## config.mk

```make
export PLATFORM = sky130hd
export DESIGN_NAME = riscv_lsu_flat
export DESIGN_NICKNAME = d
export VERILOG_FILES = /design/src/rtl/riscv_lsu_if.sv /design/src/rtl/riscv_lsu.sv /design/src/flat_wrapper.sv
export SDC_FILE = /design/constraint.sdc
export NUM_CORES = 1
export LEC_CHECK = 0
export ABC_AREA = 1
export CORE_MARGIN = 8
export CORE_UTILIZATION = 25
export DETAILED_ROUTE_END_ITERATION = 10
export PLACE_DENSITY = 0.63
export RECOVER_POWER = 100
export SYNTH_ARGS = -nofsm -noshare
export SYNTH_HDL_FRONTEND = slang
export SYNTH_SLANG_ARGS = --single-unit
```

## constraint.sdc

```tcl
create_clock -name clk_i -period 3.21 [get_ports clk_i]
set_input_delay 0.321 -clock clk_i [delete_from_list [all_inputs] [get_ports clk_i]]
set_output_delay 0.321 -clock clk_i [all_outputs]
set_load 0.05 [all_outputs]
```

## src/rtl/riscv_lsu_if.sv

```systemverilog
// Data-memory bus between the load/store unit (master) and the memory (slave).
interface riscv_lsu_if;
    logic        mem_req_o;
    logic        mem_we_o;
    logic [3:0]  mem_be_o;
    logic [31:0] mem_addr_o;
    logic [31:0] mem_wd_o;
    logic [31:0] mem_rd_i;
    logic        mem_ready_i;

    modport master (
        output mem_req_o, mem_we_o, mem_be_o, mem_addr_o, mem_wd_o,
        input  mem_rd_i, mem_ready_i
    );

    modport slave (
        input  mem_req_o, mem_we_o, mem_be_o, mem_addr_o, mem_wd_o,
        output mem_rd_i, mem_ready_i
    );
endinterface

```

## src/rtl/riscv_lsu.sv

```systemverilog
// Load/store unit: one memory access per request, lane steering and load extension.
// Optional macro LSU_MISALIGN_CHECK_EN rejects misaligned H/W accesses without a bus cycle.
module riscv_lsu #(
    parameter int unsigned TIMEOUT_CYCLES = 255
) (
    input  logic        clk_i,
    input  logic        rst_i,
    input  logic        core_req_i,
    input  logic        core_we_i,
    input  logic [2:0]  core_size_i,
    input  logic [31:0] core_addr_i,
    input  logic [31:0] core_wd_i,
    output logic [31:0] core_rd_o,
    output logic        core_stall_req_o,
    output logic        core_err_o,
    riscv_lsu_if.master mem
);

    typedef enum logic [1:0] {StIdle, StBusy, StDone} state_e;

    localparam logic [7:0] TimeoutMax = 8'(TIMEOUT_CYCLES);

    state_e      state_q, state_d;
    logic [7:0]  cnt_q, cnt_d;
    logic        err_q, err_d;
    logic        we_q, we_d;
    logic [2:0]  size_q, size_d;
    logic [31:0] addr_q, addr_d;
    logic [31:0] wd_q, wd_d;
    logic [31:0] rd_q, rd_d;

    logic        size_legal;
    logic        misaligned;
    logic        busy;
    logic [3:0]  be_c;
    logic [31:0] wd_c;
    logic [31:0] rd_shift;
    logic [15:0] rd_half;
    logic [31:0] load_ext;

    assign size_legal = (core_size_i == 3'd0) || (core_size_i == 3'd1) ||
                        (core_size_i == 3'd2) || (core_size_i == 3'd4) ||
                        (core_size_i == 3'd5);

`ifdef LSU_MISALIGN_CHECK_EN
    assign misaligned = ((core_size_i[1:0] == 2'd1) && core_addr_i[0]) ||
                        ((core_size_i[1:0] == 2'd2) && (core_addr_i[1:0] != 2'b00));
`else
    assign misaligned = 1'b0;
`endif

    always_comb begin
        be_c = 4'b1111;
        wd_c = wd_q;
        if (we_q) begin
            unique case (size_q[1:0])
                2'd0: begin
                    be_c = 4'b0001 << addr_q[1:0];
                    wd_c = {4{wd_q[7:0]}};
                end
                2'd1: begin
                    be_c = addr_q[1] ? 4'b1100 : 4'b0011;
                    wd_c = {2{wd_q[15:0]}};
                end
                default: begin
                    be_c = 4'b1111;
                    wd_c = wd_q;
                end
            endcase
        end
    end

    // Byte lane is brought down to bits [7:0]; half lane picked by addr[1].
    assign rd_shift = mem.mem_rd_i >> {addr_q[1:0], 3'b000};
    assign rd_half  = addr_q[1] ? mem.mem_rd_i[31:16] : mem.mem_rd_i[15:0];

    always_comb begin
        unique case (size_q)
            3'd0:    load_ext = {{24{rd_shift[7]}}, rd_shift[7:0]};
            3'd1:    load_ext = {{16{rd_half[15]}}, rd_half};
            3'd4:    load_ext = {24'd0, rd_shift[7:0]};
            3'd5:    load_ext = {16'd0, rd_half};
            default: load_ext = mem.mem_rd_i;
        endcase
    end

    always_comb begin
        state_d = state_q;
        cnt_d   = cnt_q;
        err_d   = err_q;
        we_d    = we_q;
        size_d  = size_q;
        addr_d  = addr_q;
        wd_d    = wd_q;
        rd_d    = rd_q;
        unique case (state_q)
            StIdle: begin
                if (core_req_i) begin
                    if (!size_legal || misaligned) begin
                        err_d   = 1'b1;
                        state_d = StDone;
                    end else begin
                        we_d    = core_we_i;
                        size_d  = core_size_i;
                        addr_d  = core_addr_i;
                        wd_d    = core_wd_i;
                        cnt_d   = 8'd0;
                        state_d = StBusy;
                    end
                end
            end
            StBusy: begin
                if (mem.mem_ready_i) begin
                    if (!we_q) begin
                        rd_d = load_ext;
                    end
                    state_d = StDone;
                end else begin
                    cnt_d = cnt_q + 8'd1;
                    if (cnt_q + 8'd1 == TimeoutMax) begin
                        rd_d    = 32'd0;
                        err_d   = 1'b1;
                        state_d = StDone;
                    end
                end
            end
            StDone: begin
                cnt_d   = 8'd0;
                err_d   = 1'b0;
                state_d = StIdle;
            end
            default: state_d = StIdle;
        endcase
    end

    always_ff @(posedge clk_i or posedge rst_i) begin
        if (rst_i) begin
            state_q <= StIdle;
            cnt_q   <= 8'd0;
            err_q   <= 1'b0;
            we_q    <= 1'b0;
            size_q  <= 3'd0;
            addr_q  <= 32'd0;
            wd_q    <= 32'd0;
            rd_q    <= 32'd0;
        end else begin
            state_q <= state_d;
            cnt_q   <= cnt_d;
            err_q   <= err_d;
            we_q    <= we_d;
            size_q  <= size_d;
            addr_q  <= addr_d;
            wd_q    <= wd_d;
            rd_q    <= rd_d;
        end
    end

    assign busy = (state_q == StBusy);

    assign mem.mem_req_o  = busy;
    assign mem.mem_we_o   = busy & we_q;
    assign mem.mem_be_o   = busy ? be_c : 4'b0000;
    assign mem.mem_addr_o = busy ? {addr_q[31:2], 2'b00} : 32'd0;
    assign mem.mem_wd_o   = (busy && we_q) ? wd_c : 32'd0;

    assign core_rd_o  = rd_q;
    assign core_err_o = (state_q == StDone) & err_q;
    // Reset gating keeps the PC released while reset is held.
    assign core_stall_req_o = core_req_i & (state_q != StDone) & ~rst_i;

endmodule

```

## src/flat_wrapper.sv

```systemverilog
// flat-port wrapper written by rule: the top's interface ports become plain ports
module riscv_lsu_flat 
#(
    parameter int unsigned TIMEOUT_CYCLES = 255
)
  (clk_i, rst_i, core_req_i, core_we_i, core_size_i, core_addr_i, core_wd_i, core_rd_o, core_stall_req_o, core_err_o, mem_mem_req_o, mem_mem_we_o, mem_mem_be_o, mem_mem_addr_o, mem_mem_wd_o, mem_mem_rd_i, mem_mem_ready_i);
  riscv_lsu_if mem_i ();
  input  logic clk_i;
  input  logic rst_i;
  input  logic core_req_i;
  input  logic core_we_i;
  input  logic [2:0] core_size_i;
  input  logic [31:0] core_addr_i;
  input  logic [31:0] core_wd_i;
  output logic [31:0] core_rd_o;
  output logic core_stall_req_o;
  output logic core_err_o;
  output wire logic [$bits(mem_i.mem_req_o)-1:0] mem_mem_req_o;
  output wire logic [$bits(mem_i.mem_we_o)-1:0] mem_mem_we_o;
  output wire logic [$bits(mem_i.mem_be_o)-1:0] mem_mem_be_o;
  output wire logic [$bits(mem_i.mem_addr_o)-1:0] mem_mem_addr_o;
  output wire logic [$bits(mem_i.mem_wd_o)-1:0] mem_mem_wd_o;
  input wire logic [$bits(mem_i.mem_rd_i)-1:0] mem_mem_rd_i;
  input wire logic [$bits(mem_i.mem_ready_i)-1:0] mem_mem_ready_i;
  assign mem_mem_req_o = mem_i.mem_req_o;
  assign mem_mem_we_o = mem_i.mem_we_o;
  assign mem_mem_be_o = mem_i.mem_be_o;
  assign mem_mem_addr_o = mem_i.mem_addr_o;
  assign mem_mem_wd_o = mem_i.mem_wd_o;
  assign mem_i.mem_rd_i = mem_mem_rd_i;
  assign mem_i.mem_ready_i = mem_mem_ready_i;
  riscv_lsu #(.TIMEOUT_CYCLES(TIMEOUT_CYCLES)) u_core (.clk_i(clk_i), .rst_i(rst_i), .core_req_i(core_req_i), .core_we_i(core_we_i), .core_size_i(core_size_i), .core_addr_i(core_addr_i), .core_wd_i(core_wd_i), .core_rd_o(core_rd_o), .core_stall_req_o(core_stall_req_o), .core_err_o(core_err_o), .mem(mem_i));
endmodule
```

==> impl_metrics.yaml, run 1 <==
hold_path:
  min_path_type: "register to register"
floorplan:
  core_um2: 23500
  start_util_pct: 25.5
  die-area_um2: 29200
  die_w_um: 171
  die_h_um: 171
  rows: 56
  io_pins: 208
cells_and_area:
  instances_no_fill: 1323
  layout_common_cells: "nand2_1, nor2_1, dfrtp_1"
  final_common_cell: "nand2_1"
  fin_area_um2: 8670
  area_delta_synth_final_pct: 44.5
  multi_input_area_um2: 2570
  fin_util_pct: 36.8
  drive_gt1_share_pct: 8.07
  finalNetCount: 1105
  seq_area_um2: 2780
  diodes: 0
  num-fill-cells: 2535
global_route:
  grt_overflow: 0
  grt_usage_pct: 14.3
  grt_pass1_wl_um: 33000
  antenna_found_initial: 1
  grt_pass1_vias: 5977
  grt_max_degree: 112
run:
  max_cap_viol_count: 1
synth:
  yosysTopAreaCellShare_pct: 46.3
  yosys_warnings: 0
  ys_top_cells_by_area: "dfrtp_1, nand2_1, nor2_1"
  synth.avg_cell_area_um2: 7.41
  syn_area_um2: 6000
  synth-seq-cells: 111
  ys_seq_area_share_pct: 46.3
  netlist_instances: 810
  synthDistinctLibCells: 33
  netlist.top_cell.by_area: "dfrtp_1"
worst_setup_path:
  cp_slowest_cell: "clkbuf_1"
  path_cells: "nor2_4 -> inv_2 -> nor2_1 -> inv_1 -> a211oi_1 -> clkbuf_1"
  path_buf_inv: 3
  end_kind: "primary output"
  critPathMaxFanout: 22
  path_class: "register to primary output"
  crit_path_start_kind: "register"
  crit_family: "buffers and inverters"
  required_ps: 2890
  worstPathArrival_ps: 2520
  crit_path_max_incr_delay_ps: 530
place:
  finalWeightedCongestion: 0.816
  numPortBuffers: 205
  place_hpwl_um: 15800
  dp_slack_ps: 889
  placed_area_um2: 8690
  dp.cells: 1307
sta:
  skew_ps: 12.6
  period_minus_slack_ps: 2840
  relSlewSlack_pct: -5.94
  worst_slack_ps: 372
  max_freq_ghz: 0.352
  fin_crit_sh_pct: 88.4
  whs_ps: 484
  rsz0062_at_grt: "false"
  setup_viol: 0
  worst_slew_pin_slew_ps: 1590
  hold_viol_final: 0
  drv_slew: 112
  tns_ps: 0
clocking:
  root_buffer: "clkbuf_16"
  clkLatencyLatePin_ps: 350
  htreeDepth: 3
  clkSinkCount: 111
  cts_tree: "built"
  numCtsBuffers: 9
  cts.path.max_buffers: 2
  cts_resized: 0
  post_cts_buffers: 0
  ctsHoldBuffers: 0
  clkSlewWorstSetupHoldPaths_ps: 80
run_status:
  status: "finished, violations left"
  violations: "max-capacitance violations, max-slew violations"
routing:
  finalWirelength_um: 20800
  drtPass1Iterations: 4
  drc: 0
  via_per_inst: 4.46
  drt_iter0_markers: 347
  routedWlPerCell_um: 15.8
  vias: 5901
  postRouteAntennaNets: 0
power_and_ir_drop:
  peakVddDrop_mv: 0.449
  p_total_mw: 8.78
  leakagePower_nw: 4.37
  p_per_area_nw_per_um2: 1010
-- registers in the layout, summed over array words and instances, names as in the netlist --
register	cells
u_core.addr_q	32
u_core.core_rd_o	32
u_core.wd_q	32
u_core.cnt_q	8
u_core.size_q	3
u_core.err_q	1
u_core.we_q	1
u_core.state_q	2
-- worst min-delay path, cell delays in order (launching register included) --
cell and delay [ps]:
dfrtp_1 350, nand2_1 50, nand2_1 50
-- Yosys cell counts (all sizes together) --
cell / number
o22ai: 6
mux2: 21
a211oi: 9
inv: 113
o31ai: 1
nand3: 51
dfrtp: 111
clkbuf: 18
a31oi: 2
nand4: 3
buf: 26
a21oi: 82
nor2: 145
o211ai: 5
ha: 2
o21ai: 43
conb: 1
nand2: 171
-- per-layer routing --
layer | vias to the layer above | track usage [%] | routed length (um)
met5 | - | 0 | 9
met4 | 2 | 2.65 | 177
met3 | 11 | 5.42 | 1910
met2 | 179 | 23.4 | 9900
met1 | 2791 | 17.8 | 8850
li1 | 2918 | - | -
-- where the power goes --
part,switching [mW],internal (mW),total (mW)
Clock,0.576,0.570,1.15
Sequential,0.333,2.02,2.35
Combinational,3.67,1.61,5.28
-- logic make-up after synthesis --
| group | count (synthesis) | synth area share, % |
|---|---|---|
| muxes | 21 | 3.94 |
| DFF | 111 | 46.3 |
| buffers and inverters | 157 | 10.8 |
| other | 1 | 0.0625 |
| AOI/OAI and AO/OA | 148 | 13.3 |
| and+or+nand+nor | 370 | 25.2 |
| adders and majority gates | 2 | 0.417 |
-- final timing paths --
path / start / endpoint / slack, ps / cells past startpoint
worst max-delay path: u_core.state_q[1] / mem_mem_wd_o[22] / 370 / 6
worst min-delay path: u_core.err_q / u_core.err_q / 480 / 2
worst max register to register: u_core.cnt_q[1] / u_core.core_rd_o[5] / 900 / 9
worst min register to register: u_core.err_q / u_core.err_q / 480 / 2
max in group asynchronous: rst_i / u_core.wd_q[7] / 1150 / 3
min in group asynchronous: rst_i / u_core.addr_q[9] / 1010 / 3
-- cell type report --
type,instances,area share (%)
inverter,113,4.96
multi-input combinational,543,29.7
clock inverter,6,0.664
sequential,111,32.0
timing repair buffer,221,25.3
clock buffer,10,2.76
tap,319,4.60
Note: power is estimated with default switching activity, not from simulation.
==> inputs of run 2 (changes only) <==
Settings changed: RECOVER_POWER 100 to not set.
==> run 2 against run 1 <==
The flow now finishes without violations. Non-clock buffer count stayed put. Die area stayed put. Highest routed layer unchanged. Critical path depth stayed put. Critical path type unchanged. Largest cell class unchanged.
==> impl_metrics.yaml, run 2 (synthesis results as in run 1) <==
run_status:
  status: "finished clean"
cells_and_area:
  seq_area_um2: 2780
  final_common_cell: "clkdlybuf4s50_1"
  diodes: 0
  instances_no_fill: 1323
  layout_common_cells: "clkdlybuf4s50_1, nand2_1, nor2_1"
  area_delta_synth_final_pct: 49.7
  fin_area_um2: 8990
  multi_input_area_um2: 2590
  drive_gt1_share_pct: 10.9
  finalNetCount: 1105
  num-fill-cells: 2491
floorplan:
  core_um2: 23500
  io_pins: 208
  die_h_um: 171
  start_util_pct: 25.5
  rows: 56
  die-area_um2: 29200
  die_w_um: 171
clocking:
  numCtsBuffers: 9
  cts_resized: 0
  htreeDepth: 3
  root_buffer: "clkbuf_16"
  post_cts_buffers: 0
  clkLatencyLatePin_ps: 350
  clkSlewWorstSetupHoldPaths_ps: 80
  clkSinkCount: 111
  ctsHoldBuffers: 0
  cts_tree: "built"
  cts.path.max_buffers: 2
power_and_ir_drop:
  p_per_area_nw_per_um2: 1020
  p_total_mw: 9.19
  leakagePower_nw: 4.33
  peakVddDrop_mv: 0.476
worst_setup_path:
  critPathMaxFanout: 13
  cp_slowest_cell: "dfrtp_1"
  reg2reg_from: "u_core.size_q[0]"
  crit_path_max_incr_delay_ps: 470
  r2r_end: "u_core.core_rd_o[3]"
  endpoint: "mem_mem_be_o[0]"
  startpoint: "u_core.size_q[0]"
  worstPathArrival_ps: 2350
  ff2ff_path_depth: 8
  path_cells: "buf_4 -> nor2_2 -> nor2_1 -> nor2_1 -> a21oi_1 -> buf_4"
  required_ps: 2890
  end_kind: "primary output"
  path_class: "register to primary output"
  crit_path_start_kind: "register"
  r2r_slack_ps: 1170
sta:
  drv_slew: 0
  relSlewSlack_pct: 50.9
  setup_viol: 0
  rsz0062_at_grt: "false"
  period_minus_slack_ps: 2670
  hold_viol_final: 0
  skew_ps: 12.3
  fin_crit_sh_pct: 83.2
  worst_slew_pin_slew_ps: 734
  max_freq_ghz: 0.374
  tns_ps: 0
run:
  max_cap_viol_count: 0
hold_path:
  min_path_type: "register to register"
global_route:
  grt_overflow: 0
  grt_pass1_vias: 5977
  antenna_found_initial: 1
  grt_usage_pct: 14.3
  grt_pass1_wl_um: 33000
  grt_max_degree: 112
routing:
  finalWirelength_um: 20900
  drt_iter0_markers: 360
  via_per_inst: 4.47
  postRouteAntennaNets: 0
  routedWlPerCell_um: 15.8
  drtPass1Iterations: 5
  drc: 0
  vias: 5910
place:
  finalWeightedCongestion: 0.816
  place_hpwl_um: 15800
  dp.cells: 1307
  numPortBuffers: 205
  placed_area_um2: 8690
## run 2: how the worst min path moves through the flow
stage,start,endpoint,slack (ps),cells after the start
after global routing,core_wd_i[28],u_core.wd_q[28],530,3
after floorplan,u_core.err_q,u_core.err_q,440,2
final,u_core.err_q,u_core.err_q,480,2
after global placement,u_core.err_q,u_core.err_q,460,2
after CTS,u_core.err_q,u_core.err_q,490,2
after detailed placement,u_core.err_q,u_core.err_q,470,2
## run 2: report_power, final
group	switching (mW)	internal, mW	total (mW)
clock network	0.577	0.570	1.15
logic	3.72	1.96	5.68
registers	0.343	2.02	2.36
total	4.64	4.55	9.19
## run 2: metrics by stage
stage / util [%] / worst slack (ps) / hold WS (ps)
after CTS: 38.2 / 518 / 493
after global routing: 38.2 / 381 / 529
after floorplan: - / 225 / 441
final: 38.2 / 539 / 484
after global placement: 36.9 / 903 / 457
after detailed placement: 36.9 / 889 / 470
## run 2: per-layer routing
layer  up-vias  track usage, %  wire length (um)
met4         2            2.65               177
li1       2915               -                 -
met3        11            5.42              1960
met5         -               0                 9
met2       179            23.4              9830
met1      2803            17.8              8930
## run 2: critical path, delay by kind of cell (launching register included)
family,cells,cell delay [ps]
compound gates,1,200
flops,1,470
simple gates,3,840
buf+inv,2,480
## run 2: layout make-up
cell class | instances | area share [%]
clock buffer | 10 | 2.66
clock inverter | 6 | 0.640
timing repair buffer | 221 | 27.8
multi-input combinational | 543 | 28.8
tap | 319 | 4.44
inverter | 113 | 4.79
sequential | 111 | 30.9
==> inputs of run 3 (changes only) <==
Clock period 3.21 ns to 2.1 ns, I/O delays scaled along.
==> run 3 against run 2 <==
Final cell count rose by 1.4%. Utilization rose by 3.2 points. Highest routed layer unchanged. Combinational power rose by 74%. Final area rose by 8.5%. Setup slack got worse by 530 ps. Critical path type unchanged.
==> impl_metrics.yaml, run 3 (synthesis results as in run 1) <==
clocking:
  htreeDepth: 3
  clkSinkCount: 111
  root_buffer: "clkbuf_16"
  clkSlewWorstSetupHoldPaths_ps: 80
  numCtsBuffers: 9
  cts_tree: "built"
  clkLatencyLatePin_ps: 360
  cts.path.max_buffers: 2
sta:
  rsz0062_at_grt: "true"
  whs_ps: 148
  relSlewSlack_pct: 52.8
  fin_crit_sh_pct: 99.8
  skew_ps: 11.4
  worst_slew_pin_slew_ps: 706
  setup_viol: 0
  max_freq_ghz: 0.477
  period_minus_slack_ps: 2100
  hold_viol_final: 0
  drv_slew: 0
place:
  place_hpwl_um: 16300
  numPortBuffers: 205
  finalWeightedCongestion: 0.848
  placed_area_um2: 9230
power_and_ir_drop:
  leakagePower_nw: 4.64
  clock_power_share_pct: 12.4
  p_per_area_nw_per_um2: 1580
  p_total_mw: 15.4
  peakVddDrop_mv: 0.689
  p_seq_share_pct: 23.4
  intPower_mw: 7.82
  switching_power_mw: 7.61
  p_sw_share_pct: 49.3
  comb_power_share_pct: 64.2
cells_and_area:
  final_common_cell: "nand2_1"
  fin_area_um2: 9750
  layout_common_cells: "nand2_1, clkdlybuf4s50_1, nor2_1"
  drive_gt1_share_pct: 19.6
  diodes: 0
  multi_input_area_um2: 2800
  area_delta_synth_final_pct: 62.4
  num-fill-cells: 2411
  finalNetCount: 1123
  seq_area_um2: 2780
worst_setup_path:
  r2r_end: "u_core.core_rd_o[4]"
  worstPathArrival_ps: 1890
  endpoint: "mem_mem_wd_o[30]"
  critPathMostFrequentCell: "nor2_4"
  reg2reg_from: "u_core.cnt_q[1]"
  path_depth: 9
  path_buf_inv: 4
  crit_path_start_kind: "register"
  startpoint: "u_core.state_q[1]"
  crit_family: "buffers and inverters"
  cp_slowest_cell: "dfrtp_2"
  path_cells: "nor2_4 -> inv_4 -> nor2_4 -> inv_6 -> buf_4 -> nor2_4 -> nand2_4 -> o21ai_4 -> buf_6"
  required_ps: 1890
  critPathMaxFanout: 12
  path_class: "register to primary output"
  crit_path_max_incr_delay_ps: 430
  r2r_slack_ps: 200
  ff2ff_path_depth: 9
  end_kind: "primary output"
floorplan:
  core_um2: 23500
  die-area_um2: 29200
  rows: 56
  die_w_um: 171
  io_pins: 208
  die_h_um: 171
  start_util_pct: 25.5
hold_path:
  min_path_type: "primary input to async pin"
routing:
  finalWirelength_um: 21600
  via_per_inst: 4.45
  vias: 5973
  drc: 0
  drt_iter0_markers: 392
  routedWlPerCell_um: 16.1
  postRouteAntennaNets: 0
  drtPass1Iterations: 5
run_status:
  status: "finished clean"
run:
  max_cap_viol_count: 0
global_route:
  grt_max_degree: 67
  grt_pass1_wl_um: 33700
  antenna_found_initial: 1
  grt_overflow: 0
  grt_pass1_vias: 5950
  grt_usage_pct: 14.7
-- run 3: power by group through the flow --
stage	sequential, mW	combinational [mW]	clock [mW]
floorplan	4.47	4.77	0
global placement	3.63	9.57	0
detailed placement	3.65	9.63	0
CTS	3.61	9.90	1.98
global route	3.72	10.6	2.05
finish	3.61	9.91	1.91
-- run 3: layout make-up --
class,instances,share of cell area [%]
Timing Repair Buffer,239,30.8
Sequential cell,111,28.5
Clock buffer,9,2.31
Tap cell,319,4.09
Clock inverter,7,1.05
Multi-Input combinational cell,543,28.7
Inverter,113,4.53
-- run 3: how the worst min path moves through the flow --
stage	slack (ps)	startpoint	endpoint	depth (start not counted)
finish	150	rst_i	u_core.addr_q[5]	2
floorplan	340	core_wd_i[13]	u_core.wd_q[13]	1
global placement	460	u_core.err_q	u_core.err_q	2
detailed placement	480	u_core.err_q	u_core.err_q	2
CTS	130	rst_i	u_core.addr_q[5]	2
global route	140	rst_i	u_core.addr_q[5]	2
-- run 3: stage by stage --
| stage | util (%) | cells | setup TNS [ps] | setup slack [ps] |
|---|---|---|---|---|
| 3_3_place_gp | 39.2 | 1322 | 0 | 126 |
| 5_1_grt | 41.4 | 1341 | -1010 | -96.0 |
| 3_5_place_dp | 39.2 | 1322 | 0 | 148 |
| 2_1_floorplan | - | 811 | -7670 | -554 |
| 6_report | 41.4 | 1341 | 0 | 4.59 |
| 4_1_cts | 41.1 | 1341 | -56.6 | -27.1 |
-- run 3: routing by layer --
metal | GRT usage [%] | part of all wire [%]
met1 | 18.4 | 43
met5 | 0 | 0.060
met2 | 24.2 | 48
met3 | 5.58 | 8.9
met4 | 2.31 | 0.51
-- run 3: repair_timing --
action                                  4_1_cts  5_1_grt
endpoints found under the setup margin       24       46
gates cloned                                  0        0
resized for setup                            26       15
pin swaps                                     1        0
endpoints found under the hold margin         0        0
setup buffers                                 3        0
hold buffers                                  0        0
